`src/rtl/softmax_grad_collector_if.sv`:
```
`timescale 1ns/1ps
`default_nettype none
// ============================================================================
// softmax_grad_collector_if
// Gradient stream from the collector to the output-layer weight update.
// Rev 1.0
// ============================================================================
interface softmax_grad_collector_if #(
    parameter int IDX_WIDTH = 4
);
    logic                 grad_valid;
    logic                 grad_ready;
    logic [31:0]          grad_data;
    logic [IDX_WIDTH-1:0] grad_idx;
    logic                 grad_last;

    modport master (
        output grad_valid,
        output grad_data,
        output grad_idx,
        output grad_last,
        input  grad_ready
    );

    modport slave (
        input  grad_valid,
        input  grad_data,
        input  grad_idx,
        input  grad_last,
        output grad_ready
    );
endinterface
`default_nettype wire

```
`src/rtl/softmax_grad_collector.sv`:
```
`timescale 1ns/1ps
`default_nettype none
// ============================================================================
// softmax_grad_collector
// Reads back softmax gradients, converts sign-magnitude to two's complement,
// streams them out and keeps accuracy counters. Macro GRAD_SCALE_EN enables
// an arithmetic right shift by LR_SHIFT on stored gradients.
// Rev 1.0
// ============================================================================
module softmax_grad_collector #(
    parameter int WIDTH     = 10,
    parameter int IDX_WIDTH = 4,
    parameter int CNT_WIDTH = 16,
    parameter int LR_SHIFT  = 4
) (
    input  wire logic                 clk,
    input  wire logic                 rst,
    input  wire logic                 go,
    input  wire logic                 sm_out_ready,
    input  wire logic [IDX_WIDTH-1:0] sm_max,
    input  wire logic                 sm_max_ready,
    input  wire logic [IDX_WIDTH-1:0] sm_out_idx,
    input  wire logic [31:0]          sm_out_data,
    input  wire logic [IDX_WIDTH-1:0] label,
    output logic                      sm_start,
    output logic                      sm_backprop_ctrl,
    output logic                      busy,
    output logic                      seq_err,
    output logic [CNT_WIDTH-1:0]      sample_cnt,
    output logic [CNT_WIDTH-1:0]      correct_cnt,
    softmax_grad_collector_if.master  gs
);

    typedef enum logic [2:0] {
        IDLE    = 3'd0,
        ARM     = 3'd1,
        WAIT    = 3'd2,
        CAPTURE = 3'd3,
        DRAIN   = 3'd4
    } state_t;

    localparam logic [IDX_WIDTH-1:0] LAST_IDX = IDX_WIDTH'(WIDTH - 1);
    localparam logic [CNT_WIDTH-1:0] CNT_MAX  = '1;
`ifdef GRAD_SCALE_EN
    localparam int SHIFT_AMT = LR_SHIFT;
`else
    // Shared shifter; the unscaled build simply shifts by zero.
    localparam int SHIFT_AMT = 0 * LR_SHIFT;
`endif

    state_t               state;
    state_t               state_nxt;
    logic [IDX_WIDTH-1:0] cap_cnt;
    logic [31:0]          grad_buf [WIDTH];

    logic                 accept;
    logic                 handshake;
    logic                 cap_done;
    logic [IDX_WIDTH-1:0] rd_inc;
    logic [31:0]          mag;
    logic [31:0]          conv_full;
    logic [31:0]          conv_val;

    assign accept    = go & sm_out_ready & sm_max_ready;
    assign handshake = gs.grad_valid & gs.grad_ready;
    assign cap_done  = (state == CAPTURE) && (cap_cnt == LAST_IDX);
    assign rd_inc    = gs.grad_idx + IDX_WIDTH'(1);

    // Negative zero falls out as 0 because -0 == 0 in two's complement.
    assign mag       = {1'b0, sm_out_data[30:0]};
    assign conv_full = sm_out_data[31] ? (32'd0 - mag) : mag;
    assign conv_val  = 32'($signed(conv_full) >>> SHIFT_AMT);

    always_comb begin
        state_nxt = state;
        case (state)
            IDLE:    if (accept) state_nxt = ARM;
            ARM:     state_nxt = WAIT;
            WAIT:    state_nxt = CAPTURE;
            CAPTURE: if (cap_cnt == LAST_IDX) state_nxt = DRAIN;
            DRAIN:   if (handshake && gs.grad_last) state_nxt = IDLE;
            default: state_nxt = IDLE;
        endcase
    end

    always_ff @(posedge clk or posedge rst) begin
        if (rst) begin
            state            <= IDLE;
            sm_start         <= 1'b0;
            sm_backprop_ctrl <= 1'b0;
            busy             <= 1'b0;
            seq_err          <= 1'b0;
            sample_cnt       <= '0;
            correct_cnt      <= '0;
            cap_cnt          <= '0;
            gs.grad_valid    <= 1'b0;
            gs.grad_data     <= '0;
            gs.grad_idx      <= '0;
            gs.grad_last     <= 1'b0;
        end else begin
            state            <= state_nxt;
            sm_start         <= (state_nxt == ARM) || (state_nxt == CAPTURE);
            sm_backprop_ctrl <= (state_nxt == ARM) || (state_nxt == WAIT) ||
                                (state_nxt == CAPTURE);
            busy             <= (state_nxt != IDLE);

            if (state == IDLE && accept) begin
                if (sample_cnt != CNT_MAX)
                    sample_cnt <= sample_cnt + CNT_WIDTH'(1);
                if (sm_max == label && correct_cnt != CNT_MAX)
                    correct_cnt <= correct_cnt + CNT_WIDTH'(1);
            end

            if (state == WAIT)
                cap_cnt <= '0;
            else if (state == CAPTURE)
                cap_cnt <= cap_cnt + IDX_WIDTH'(1);

            if (state == CAPTURE && sm_out_idx != cap_cnt)
                seq_err <= 1'b1;

            // Word 0 is loaded on the final capture edge; bypass covers WIDTH==1.
            if (cap_done) begin
                gs.grad_valid <= 1'b1;
                gs.grad_idx   <= '0;
                gs.grad_data  <= (LAST_IDX == '0) ? conv_val : grad_buf[0];
                gs.grad_last  <= (LAST_IDX == '0);
            end else if (state == DRAIN && handshake) begin
                if (gs.grad_last) begin
                    gs.grad_valid <= 1'b0;
                    gs.grad_last  <= 1'b0;
                end else begin
                    gs.grad_idx   <= rd_inc;
                    gs.grad_data  <= grad_buf[rd_inc];
                    gs.grad_last  <= (rd_inc == LAST_IDX);
                end
            end
        end
    end

    always_ff @(posedge clk) begin
        if (state == CAPTURE)
            grad_buf[cap_cnt] <= conv_val;
    end

endmodule
`default_nettype wire
```
`src/flat_wrapper.sv`:
```
// flat-port wrapper written by rule: the top's interface ports become plain ports
module softmax_grad_collector_flat 
#(
    parameter int WIDTH     = 10,
    parameter int IDX_WIDTH = 4,
    parameter int CNT_WIDTH = 16,
    parameter int LR_SHIFT  = 4
)
  (clk, rst, go, sm_out_ready, sm_max, sm_max_ready, sm_out_idx, sm_out_data, label, sm_start, sm_backprop_ctrl, busy, seq_err, sample_cnt, correct_cnt, gs_grad_valid, gs_grad_data, gs_grad_idx, gs_grad_last, gs_grad_ready);
  softmax_grad_collector_if #(.IDX_WIDTH(IDX_WIDTH)) gs_i ();
  input  wire logic clk;
  input  wire logic rst;
  input  wire logic go;
  input  wire logic sm_out_ready;
  input  wire logic [IDX_WIDTH-1:0] sm_max;
  input  wire logic sm_max_ready;
  input  wire logic [IDX_WIDTH-1:0] sm_out_idx;
  input  wire logic [31:0] sm_out_data;
  input  wire logic [IDX_WIDTH-1:0] label;
  output logic sm_start;
  output logic sm_backprop_ctrl;
  output logic busy;
  output logic seq_err;
  output logic [CNT_WIDTH-1:0] sample_cnt;
  output logic [CNT_WIDTH-1:0] correct_cnt;
  output wire logic [$bits(gs_i.grad_valid)-1:0] gs_grad_valid;
  output wire logic [$bits(gs_i.grad_data)-1:0] gs_grad_data;
  output wire logic [$bits(gs_i.grad_idx)-1:0] gs_grad_idx;
  output wire logic [$bits(gs_i.grad_last)-1:0] gs_grad_last;
  input wire logic [$bits(gs_i.grad_ready)-1:0] gs_grad_ready;
  assign gs_grad_valid = gs_i.grad_valid;
  assign gs_grad_data = gs_i.grad_data;
  assign gs_grad_idx = gs_i.grad_idx;
  assign gs_grad_last = gs_i.grad_last;
  assign gs_i.grad_ready = gs_grad_ready;
  softmax_grad_collector #(.WIDTH(WIDTH), .IDX_WIDTH(IDX_WIDTH), .CNT_WIDTH(CNT_WIDTH), .LR_SHIFT(LR_SHIFT)) u_core (.clk(clk), .rst(rst), .go(go), .sm_out_ready(sm_out_ready), .sm_max(sm_max), .sm_max_ready(sm_max_ready), .sm_out_idx(sm_out_idx), .sm_out_data(sm_out_data), .label(label), .sm_start(sm_start), .sm_backprop_ctrl(sm_backprop_ctrl), .busy(busy), .seq_err(seq_err), .sample_cnt(sample_cnt), .correct_cnt(correct_cnt), .gs(gs_i));
endmodule
```
`config.mk`:
```
export PLATFORM = sky130hd
export DESIGN_NAME = softmax_grad_collector_flat
export DESIGN_NICKNAME = d
export VERILOG_FILES = /design/src/rtl/softmax_grad_collector_if.sv /design/src/rtl/softmax_grad_collector.sv /design/src/flat_wrapper.sv
export SDC_FILE = /design/constraint.sdc
export NUM_CORES = 1
export LEC_CHECK = 0
export ABC_AREA = 1
export CAP_MARGIN = 30
export CORE_UTILIZATION = 34
export CTS_BUF_LIST = sky130_fd_sc_hd__clkbuf_8
export DETAILED_ROUTE_END_ITERATION = 8
export SLEW_MARGIN = 15
export SYNTH_ARGS = -nofsm -noshare
export SYNTH_HDL_FRONTEND = slang
export SYNTH_SLANG_ARGS = --single-unit
```
`constraint.sdc`:
```
create_clock -name clk -period 4.7 [get_ports clk]
set_clock_uncertainty 0.05 [all_clocks]
set_input_delay 1.41 -clock clk [delete_from_list [all_inputs] [get_ports clk]]
set_output_delay 1.41 -clock clk [all_outputs]
set_load 0.02 [all_outputs]
```
==> results of run 1 <==
-- cells by family after synthesis --
family,Yosys count,synth area share (%)
AO/OA/AOI/OAI,76,2.08
XOR/XNOR,37,1.75
adder cells (fa/ha/maj),9,0.593
buffers and inverters,359,7.68
flip-flops,401,61.3
multiplexers,32,1.69
AND/OR/NAND/NOR,1169,24.9
-- metal layers --
| layer | part of all wire, % | wire length, um |
|---|---|---|
| met3 | 6.8 | 3400 |
| met1 | 46 | 23200 |
| met2 | 45 | 22400 |
| met4 | 2.2 | 1090 |
| met5 | 0 | 0 |
-- through the flow --
stage	setup WS (ns)	cells
after floorplan	0.171	2083
after global placement	0.771	2901
after detailed placement	0.633	2904
after CTS	1.07	3027
after global routing	1.04	3031
final	1.13	3031
-- layout make-up --
class	instances	area (um2)	area share, %
antenna	1	2.50	0.0112
inverter	281	1060	4.72
tap	748	936	4.17
clock inverter	42	173	0.770
timing repair buffer	154	1550	6.90
sequential	401	11600	51.9
multi-input combinational	1323	5950	26.6
clock buffer	81	1110	4.97
-- where the power goes --
part	total [W]	switching (W)	leakage [nW]	internal [W]
registers	0.00493	0.000360	3.90	0.00457
logic	0.00548	0.00374	5.05	0.00174
clock network	0.00295	0.00139	0.762	0.00156
-- path summary, 6_finish.rpt --
path | from | to | cells after the start
worst max-delay path | u_core.gs.grad_idx[0]$_DFFE_PP0P_ | gs_grad_idx[0] | 1
worst min-delay path | u_core.seq_err$_DFFE_PP0P_ | u_core.seq_err$_DFFE_PP0P_ | 1
worst max register to register | u_core.gs.grad_idx[0]$_DFFE_PP0P_ | u_core.gs.grad_data[16]$_DFFE_PP0P_ | 12
worst min register to register | u_core.seq_err$_DFFE_PP0P_ | u_core.seq_err$_DFFE_PP0P_ | 1
max in group asynchronous | rst | u_core.gs.grad_data[13]$_DFFE_PP0P_ | 3
min in group asynchronous | rst | u_core.gs.grad_idx[1]$_DFFE_PP0P_ | 2
-- registers in the layout, indices dropped and copies added, names as in the netlist --
register and cells:
u_core.grad_buf 320, u_core.gs.grad_data 32, u_core.correct_cnt 16, u_core.sample_cnt 16, u_core.cap_cnt 4, u_core.gs.grad_idx 4
u_core.state 3, u_core.busy 1, u_core.gs.grad_last 1, u_core.gs.grad_valid 1, u_core.seq_err 1, u_core.sm_backprop_ctrl 1
u_core.sm_start 1
-- cell usage after synthesis, types with 2 or more instances --
library cell  instances  area (um2)
buf_6                 8        90.1
dfrtp_1              81        2030
clkbuf_1             24        90.1
and3_1                2        12.5
buf_2                32         160
nand2_1             799        3000
nor3_1               18        90.1
a21oi_1              36         180
buf_1                11        41.3
inv_1               276        1040
inv_2                 4        15.0
o22ai_1               3        18.8
nand2_2               5        31.3
nand4_1              22         138
nor2_2                5        31.3
nand3_1             137         686
ha_1                  9         113
buf_4                 3        22.5
nand3b_1              2        15.0
nor4_1                2        12.5
xor2_1               18         158
o21ai_0              33         165
xnor2_1              18         158
nor2_1              171         642
mux2i_1              32         320
nor2_4                2        22.5
edfxtp_1            320        9610
==> impl_results.md, run 1 <==
- Status: finished, final reports clean
- DPL Wire Length: 28200 um
- Crit-path max FO: 36
- Slew Viols, Final: 0
- Count of input and output buffers: 123
- Final instance area: approximately 22000 um2
- Die Area: 56800 um2
- I/O pins: between 100 and 150
- Largest net degree at the start of global routing: 76
- P per Cell Area: 596 nW/um2
- Unique masters post-synth: 37
- Post-Route WL: about 50000 um
- Busiest grt layer: met2
- Core ar.: around 55000 um2
- Worst vdd ir: 799 uV
- Wire per inst: 16.5 um
- GR Util met3: 3.64%
- Number of nets in the layout: 2289
- RePlAce Congestion: between 0.9 and 1
- Root buffer cell: clkbuf_8
- Height of the chip: 238 um
- Measured slew at the worst slew-check pin: between 0.9 and 1 ns
- Global Route Usage Sum: 18.0%
- Grt ovf: 0
- Synth Area per Inst: 9.12 um2
- Final hold vios: 0
- Filler cell count: about 5.4k
- Post-synthesis cell area: 19000 um2
- Grt met1 use: 24.7%
- Antenna Nets Post-Route: 0
- Clk_lat worst skew: 0.63 ns
- Fin crit period: 3.57 ns
- Max Root-Sink Buffers: 3
- First-pass DRT Iterations: 5
- Vias: 14.2k
- Commonest cells after routing, fill and taps aside: nand2_1 (799), edfxtp_1 (320), inv_1 (298)
- TritonCTS clock tree: built
- CP Cell Sequence: clkdlybuf4s50_1
- Row cnt: 86
- Crit path capture type: primary output
- Seq/Total Area, Yosys: 61.3%
- DRC: 0
- Async set or reset register ratio after synthesis: 20.2%
- Crit path launch type: flip-flop
- HP Class: reg2reg
- Final setup TNS: 0 ns
- Vias in the first global route: 13.7k
- Cells after Synth: 2083
- Max H-tree Level: 3
- Starting density of the core: 34.5%
- WP buf/inv: 1
- Worst Path Required: about 3.2 ns
- Resize count post-CTS: 0
- Layout cells sized above 1: a little under 7%
- Hold slack: 0.425 ns
- Commonest non-fill, non-tap cell in the layout: nand2_1
- Syn Nets: 2142
- Synth Warn #: 0
- Clock sinks: 401
- Top Family by Delay on Critical Path: buffers and inverters
- #FFs+latches synth: 401
- Main synth FF type: edfxtp_1
- First-pass GRT wire length: 77700 um
- Setup violations, final: 0
- DRT iter0 DRCs: 1089
- Post-synth EDFFs: 320
- Total chip power: around 0.013 W
- Post-CTS Hold Buffers: 0
- Number of post-CTS setup repair buffers: 0
- DIE WIDTH: approximately 240 um
- Core Util, Final: around two fifths
- Initial antenna violation count: 1
- Global Route met2 Usage: 28.5%
- Slew margin rel.: 33.6%
- Drt via density: 4.67
- CTS Buf Count: 69
- Clk pin slew, worst setup/hold paths: 0.05 ns
- WS Path Type: reg2out
- CP arrival: approximately 2.1 ns
- Pleak: 9.71 nW
- CP max stage cell: clkdlybuf4s50_1
- Worst reg-to-reg setup slack: 1.91 ns
- Layout area overhead: 18.1%
- RSZ-0062 raised after global routing: false
- CP max stage delay: 0.75 ns
- Fin crit share: 75.9%
- Dpl cell area: 21100 um2
- Max Fclk: 280 MHz
- Max Cap Viol: 0
(Power assumes the default switching activity.)
==> run 2: changes to the inputs <==
==> constraint.sdc (replaced) <==
create_clock -name clk -period 3.15 [get_ports clk]
set_clock_uncertainty 0.05 [all_clocks]
set_input_delay 0.945 -clock clk [delete_from_list [all_inputs] [get_ports clk]]
set_output_delay 0.945 -clock clk [all_outputs]
set_load 0.02 [all_outputs]
==> run 2 against run 1 <==
  * Non-clock buffer count is 25 higher
  * Utilization is 0.68 points higher
  * Clock power grew 62%
  * Final area is 1.7% higher
  * Highest routed layer unchanged
  * Sequential cell count unchanged
  * First-iteration DRC count shrank 16%
  * Sequential share of layout area is 0.86 points lower
  * Combinational power rose by 53%
  * Worst setup slack worse by 0.84 ns
  * Clock-buffer cell count is 1 higher
==> impl_results.md, run 2 (synthesis gave the netlist of run 1 again) <==
- Vias: 14.2k
- Measured slew at the worst slew-check pin: roughly 0.90 ns
- WS Path Type: reg2out
- Layout cells sized above 1: under 10%
- Seq pwr share: between 30% and 40%
- Critical R2R Launch: u_core.gs.grad_idx[0]$_DFFE_PP0P_
- Post-CTS Hold Buffers: 0
- Int Pwr: 0.0122 W
- P per Cell Area: 898 nW/um2
- WHS Endpoint: u_core.seq_err$_DFFE_PP0P_
- Height of the chip: 238 um
- Die Area: roughly 57000 um2
- Max H-tree Level: 3
- Commonest non-fill, non-tap cell in the layout: nand2_1
- I/O pins: 124
- Fin crit share: 90.6%
- CP max stage delay: 0.72 ns
- CTS Buf Count: 70
- NetSw: 0.00831 W
- Top Family by Delay on Critical Path: buffers and inverters
- R2R depth: 10
- First-pass GRT wire length: 78500 um
- DRT iter0 DRCs: 913
- CP Cell Sequence: clkdlybuf4s50_1
- Slew margin rel.: 39.6%
- Vias in the first global route: approximately 14k
- Status: finished, final reports clean
- Initial antenna violation count: 1
- Setup ws final: 0.296 ns
- Largest net degree at the start of global routing: between 150 and 200
- Root buffer cell: clkbuf_8
- Crit path capture type: primary output
- WP buf/inv: 1
- HP Class: reg2reg
- Max Cap Viol: 0
- Worst vdd ir: between 600 and 700 uV
- Max Fclk: 350 MHz
- Layout area overhead: 20.1%
- Drt via density: approximately 4.6
- Comb pwr share: 41.0%
- Resize count post-CTS: 0
- TritonCTS clock tree: built
- Core Util, Final: 41.4%
- CP max stage cell: clkdlybuf4s50_1
- RSZ-0062 raised after global routing: false
- Most flop-heavy register: u_core.grad_buf
- Crit-path max FO: 5
- Starting density of the core: roughly 34%
- Clock sinks: approximately 400
- Max reg flops: 320
- Top flop regs: u_core.grad_buf x320, u_core.gs.grad_data x32
- Setup violations, final: 0
- Clock share of power: 23.4%
- Row cnt: 86
- Pleak: a little under 10 nW
- Commonest cells after routing, fill and taps aside: nand2_1 (799), edfxtp_1 (320), inv_1 (300)
- Count of input and output buffers: 123
- Number of post-CTS setup repair buffers: 0
- Worst Path Required: 2.15 ns
- Global Route Usage Sum: 18.1%
- Final hold vios: 0
- Clk_lat worst skew: 0.64 ns
- Wire per inst: 16.5 um
- Grt ovf: 0
- Worst reg-to-reg setup slack: 0.88 ns
- Clk pin slew, worst setup/hold paths: 0.06 ns
- Slew Viols, Final: 0
- Pre-CTS setup slack: -0.0324 ns
- Post-Route WL: between 50000 and 60000 um
- Core ar.: ~55000 um2
- Hold path startpoint: u_core.seq_err$_DFFE_PP0P_
- RePlAce Congestion: 0.863
- DIE WIDTH: 238 um
- Hold depth: 1
- Fin crit period: 2.85 ns
- Crit path launch type: flip-flop
- First-pass DRT Iterations: 8
- Max Root-Sink Buffers: 3
- Number of nets in the layout: between 2k and 2.5k
- Antenna Nets Post-Route: 0
- DPL Wire Length: 28600 um
- Switch share: 40.6%
- FF-to-FF End: u_core.gs.grad_data[10]$_DFFE_PP0P_
- CP arrival: ~1.9 ns
- Hold slack: 0.431 ns
- DRC: 0
## run 2: cell count changes in the layout (fill, tap and decap cells not counted), sizes merged
| cell | previous run | this run |
|---|---|---|
| buf | 30 | 56 |
| inv | 304 | 309 |
| bufinv | 0 | 3 |
| clkinv | 18 | 14 |
| clkinvlp | 1 | 2 |
## run 2: cell type report
| cell class | count | area (um2) |
|---|---|---|
| antenna | 1 | 2.50 |
| clock buffer | 82 | 1130 |
| clock inverter | 47 | 297 |
| fill | 5403 | 32300 |
| inverter | 281 | 1060 |
| multi-input combinational | 1323 | 5960 |
| sequential | 401 | 11600 |
| tap | 748 | 936 |
| timing repair buffer | 179 | 1780 |
## run 2: per-stage QoR
stage          cells  power, W  setup TNS (ns)  area, um2
3_3_place_gp    2932    0.0157          -0.101      21400
4_1_cts         3061    0.0207               0      22800
3_5_place_dp    2932    0.0159          -0.588      21400
5_1_grt         3062    0.0219               0      22800
2_1_floorplan   2083    0.0126         -126.68      19000
6_report        3062    0.0205               0      22800
## run 2: power groups by stage
stage | sequential [W] | combinational [W] | clock (W)
2_1_floorplan | 0.00769 | 0.00495 | 0
4_1_cts | 0.00730 | 0.00850 | 0.00491
5_1_grt | 0.00740 | 0.00931 | 0.00515
3_3_place_gp | 0.00738 | 0.00834 | 0
6_report | 0.00729 | 0.00840 | 0.00478
3_5_place_dp | 0.00740 | 0.00846 | 0
## run 2: worst max path at each step
stage                     slack [ns]                         startpoint                               end  cells after the start
after global routing            0.24  u_core.gs.grad_idx[2]$_DFFE_PP0P_                    gs_grad_idx[2]                      1
after global placement         -0.01                     sm_out_data[0]  u_core.grad_buf[0][22]$_DFFE_PP_                     13
after CTS                       0.26  u_core.gs.grad_idx[2]$_DFFE_PP0P_                    gs_grad_idx[2]                      1
after detailed placement       -0.03                     sm_out_data[6]  u_core.grad_buf[9][13]$_DFFE_PP_                      8
final                           0.30  u_core.gs.grad_idx[2]$_DFFE_PP0P_                    gs_grad_idx[2]                      1
after floorplan                -0.49          u_core.state[0]$_DFF_PP0_   u_core.grad_buf[0][0]$_DFFE_PP_                      5
## run 2: layer usage
| layer | share of wire [%] | vias up | GRT usage (%) | wire, um |
|---|---|---|---|---|
| met2 | 47 | 455 | 30.2 | 23700 |
| met3 | 6.3 | 77 | 3.31 | 3200 |
| li1 | - | 6977 | - | - |
| met1 | 45 | 6650 | 24.1 | 22700 |
| met5 | 0 | - | 0 | 0 |
| met4 | 1.9 | 0 | 5.26 | 983 |
==> run 3: changes to the inputs <==
--- a/config.mk
+++ b/config.mk
@@ -10,6 +10,7 @@
 export CORE_UTILIZATION = 34
 export CTS_BUF_LIST = sky130_fd_sc_hd__clkbuf_8
 export DETAILED_ROUTE_END_ITERATION = 8
+export PLACE_DENSITY_LB_ADDON = 0.08
 export SLEW_MARGIN = 15
 export SYNTH_ARGS = -nofsm -noshare
 export SYNTH_HDL_FRONTEND = slang
==> run 3 against run 2 <==
  * Die area unchanged
  * Final cell count up 0.59%
  * Largest cell class unchanged
  * Clock power is 4.8% lower
  * Highest routed layer unchanged
==> impl_results.md, run 3 (synthesis gave the netlist of run 1 again) <==
- CTS Buf Count: 73
- Slew Viols, Final: 0
- Setup ws final: 0.305 ns
- NetSw: 0.00851 W
- CP max stage delay: 0.68 ns
- Post-Route WL: 53300 um
- Post-CTS Hold Buffers: 0
- Max Fclk: 351 MHz
- DPL Wire Length: approximately 30000 um
- Commonest cells after routing, fill and taps aside: nand2_1 (799), edfxtp_1 (320), inv_1 (303)
- Crit-path max FO: 5
- Worst Path Required: 2.15 ns
- Max Cap Viol: 0
- RePlAce Congestion: between 0.8 and 0.9
- Max Root-Sink Buffers: 3
- Critical R2R Launch: u_core.gs.grad_idx[1]$_DFFE_PP0P_
- Crit path launch type: flip-flop
- Initial antenna violation count: 1
- Clock sinks: 401
- Fin crit period: roughly 2.8 ns
- Worst vdd ir: 729 uV
- DIE WIDTH: 238 um
- Fin crit share: around nine tenths
- I/O pins: 124
- Row cnt: 86
- P per Cell Area: 893 nW/um2
- CP max stage cell: clkdlybuf4s50_1
- Vias in the first global route: 13.6k
- WHS Endpoint: u_core.seq_err$_DFFE_PP0P_
- R2R depth: 9
- Wire per inst: ~17 um
- Seq pwr share: 35.6%
- WS Path Type: reg2out
- Measured slew at the worst slew-check pin: 0.916 ns
- Count of input and output buffers: 123
- Largest net degree at the start of global routing: approximately 160
- Max H-tree Level: 3
- Clock share of power: 22.3%
- Slew margin rel.: 38.9%
- Top Family by Delay on Critical Path: buffers and inverters
- Number of nets in the layout: 2334
- Setup violations, final: 0
- First-pass DRT Iterations: 5
- Switch share: about two fifths
- Global Route Usage Sum: 19.3%
- CP Cell Sequence: clkdlybuf4s50_1
- Layout cells sized above 1: 8.49%
- FF-to-FF End: u_core.gs.grad_data[24]$_DFFE_PP0P_
- Pre-CTS setup slack: -0.276 ns
- Hold depth: 1
- Core Util, Final: 41.6%
- Max reg flops: 320
- Most flop-heavy register: u_core.grad_buf
- Layout area overhead: 20.6%
- Commonest non-fill, non-tap cell in the layout: nand2_1
- RSZ-0062 raised after global routing: false
- Crit path capture type: primary output
- Starting density of the core: 34.5%
- Resize count post-CTS: 0
- WP buf/inv: 1
- Final hold vios: 0
- Drt via density: between 4 and 5
- Antenna Nets Post-Route: 0
- Pleak: 9.96 nW
- Clk pin slew, worst setup/hold paths: 0.06 ns
- Die Area: roughly 57000 um2
- DRT iter0 DRCs: around 740
- CP arrival: ~1.9 ns
- Number of post-CTS setup repair buffers: 0
- Vias: 14.1k
- Int Pwr: 0.0119 W
- Status: finished, final reports clean
- Grt ovf: 0
- Hold path startpoint: u_core.seq_err$_DFFE_PP0P_
- Clk_lat worst skew: 0.65 ns
- First-pass GRT wire length: approximately 82000 um
- HP Class: reg2reg
- Core ar.: 55100 um2
- DRC: 0
- Root buffer cell: clkbuf_8
- Comb pwr share: 42.1%
- Worst reg-to-reg setup slack: around 0.86 ns
- Height of the chip: 238 um
- Top flop regs: u_core.grad_buf x320, u_core.gs.grad_data x32
- TritonCTS clock tree: built
run 3: cell types whose count changed in the layout (fill, tap and decap cells not counted), moves of 2 or more:
cell,previous run,this run
buf_4,46,58
buf_12,10,14
bufinv_16,3,0
inv_1,300,303
clkinv_1,9,11
clkinvlp_4,2,4
run 3: through the flow:
step	setup TNS [ns]	instances	instance area, um2	hold WS (ns)	total power, W
finish	0	3080	22900	0.417	0.0205
global route	0	3080	22900	0.447	0.0219
CTS	0	3079	22900	0.414	0.0208
detailed placement	-37.29	2948	21600	0.403	0.0161
global placement	-26.92	2948	21600	0.396	0.0161
floorplan	-126.68	2083	19000	0.497	0.0126
run 3: power by group through the flow:
stage / Combinational [W] / Sequential, W / Clock (W)
after floorplan: 0.00495 / 0.00769 / 0
final: 0.00862 / 0.00728 / 0.00455
after detailed placement: 0.00872 / 0.00739 / 0
after CTS: 0.00876 / 0.00730 / 0.00470
after global routing: 0.00960 / 0.00738 / 0.00494
after global placement: 0.00869 / 0.00738 / 0
run 3: final cells by class:
type	count	area [um2]
fill	5528	32200
sequential	401	11600
multi-input combinational	1323	5970
timing repair buffer	195	1950
clock buffer	81	1110
inverter	281	1060
tap	748	936
clock inverter	50	221
antenna	1	2.50
run 3: per-layer routing:
metal  wire (um)  GRT usage (%)  share of wire [%]
met1       25500           26.2                 48
met2       24400           30.9                 46
met3        2260           3.64                4.2
met4        1260           6.06                2.4
met5           0              0                  0
run 3: worst max path at each step:
stage	cells after the start	endpoint	slack [ns]	startpoint
after floorplan	5	u_core.grad_buf[0][0]$_DFFE_PP_	-0.49	u_core.state[0]$_DFF_PP0_
after global placement	8	u_core.grad_buf[0][10]$_DFFE_PP_	-0.25	sm_out_data[0]
after detailed placement	7	u_core.grad_buf[0][6]$_DFFE_PP_	-0.28	sm_out_data[0]
after CTS	1	gs_grad_idx[2]	0.23	u_core.gs.grad_idx[2]$_DFFE_PP0P_
after global routing	8	u_core.grad_buf[2][13]$_DFFE_PP_	0.17	sm_out_data[0]
final	1	gs_grad_idx[2]	0.31	u_core.gs.grad_idx[2]$_DFFE_PP0P_
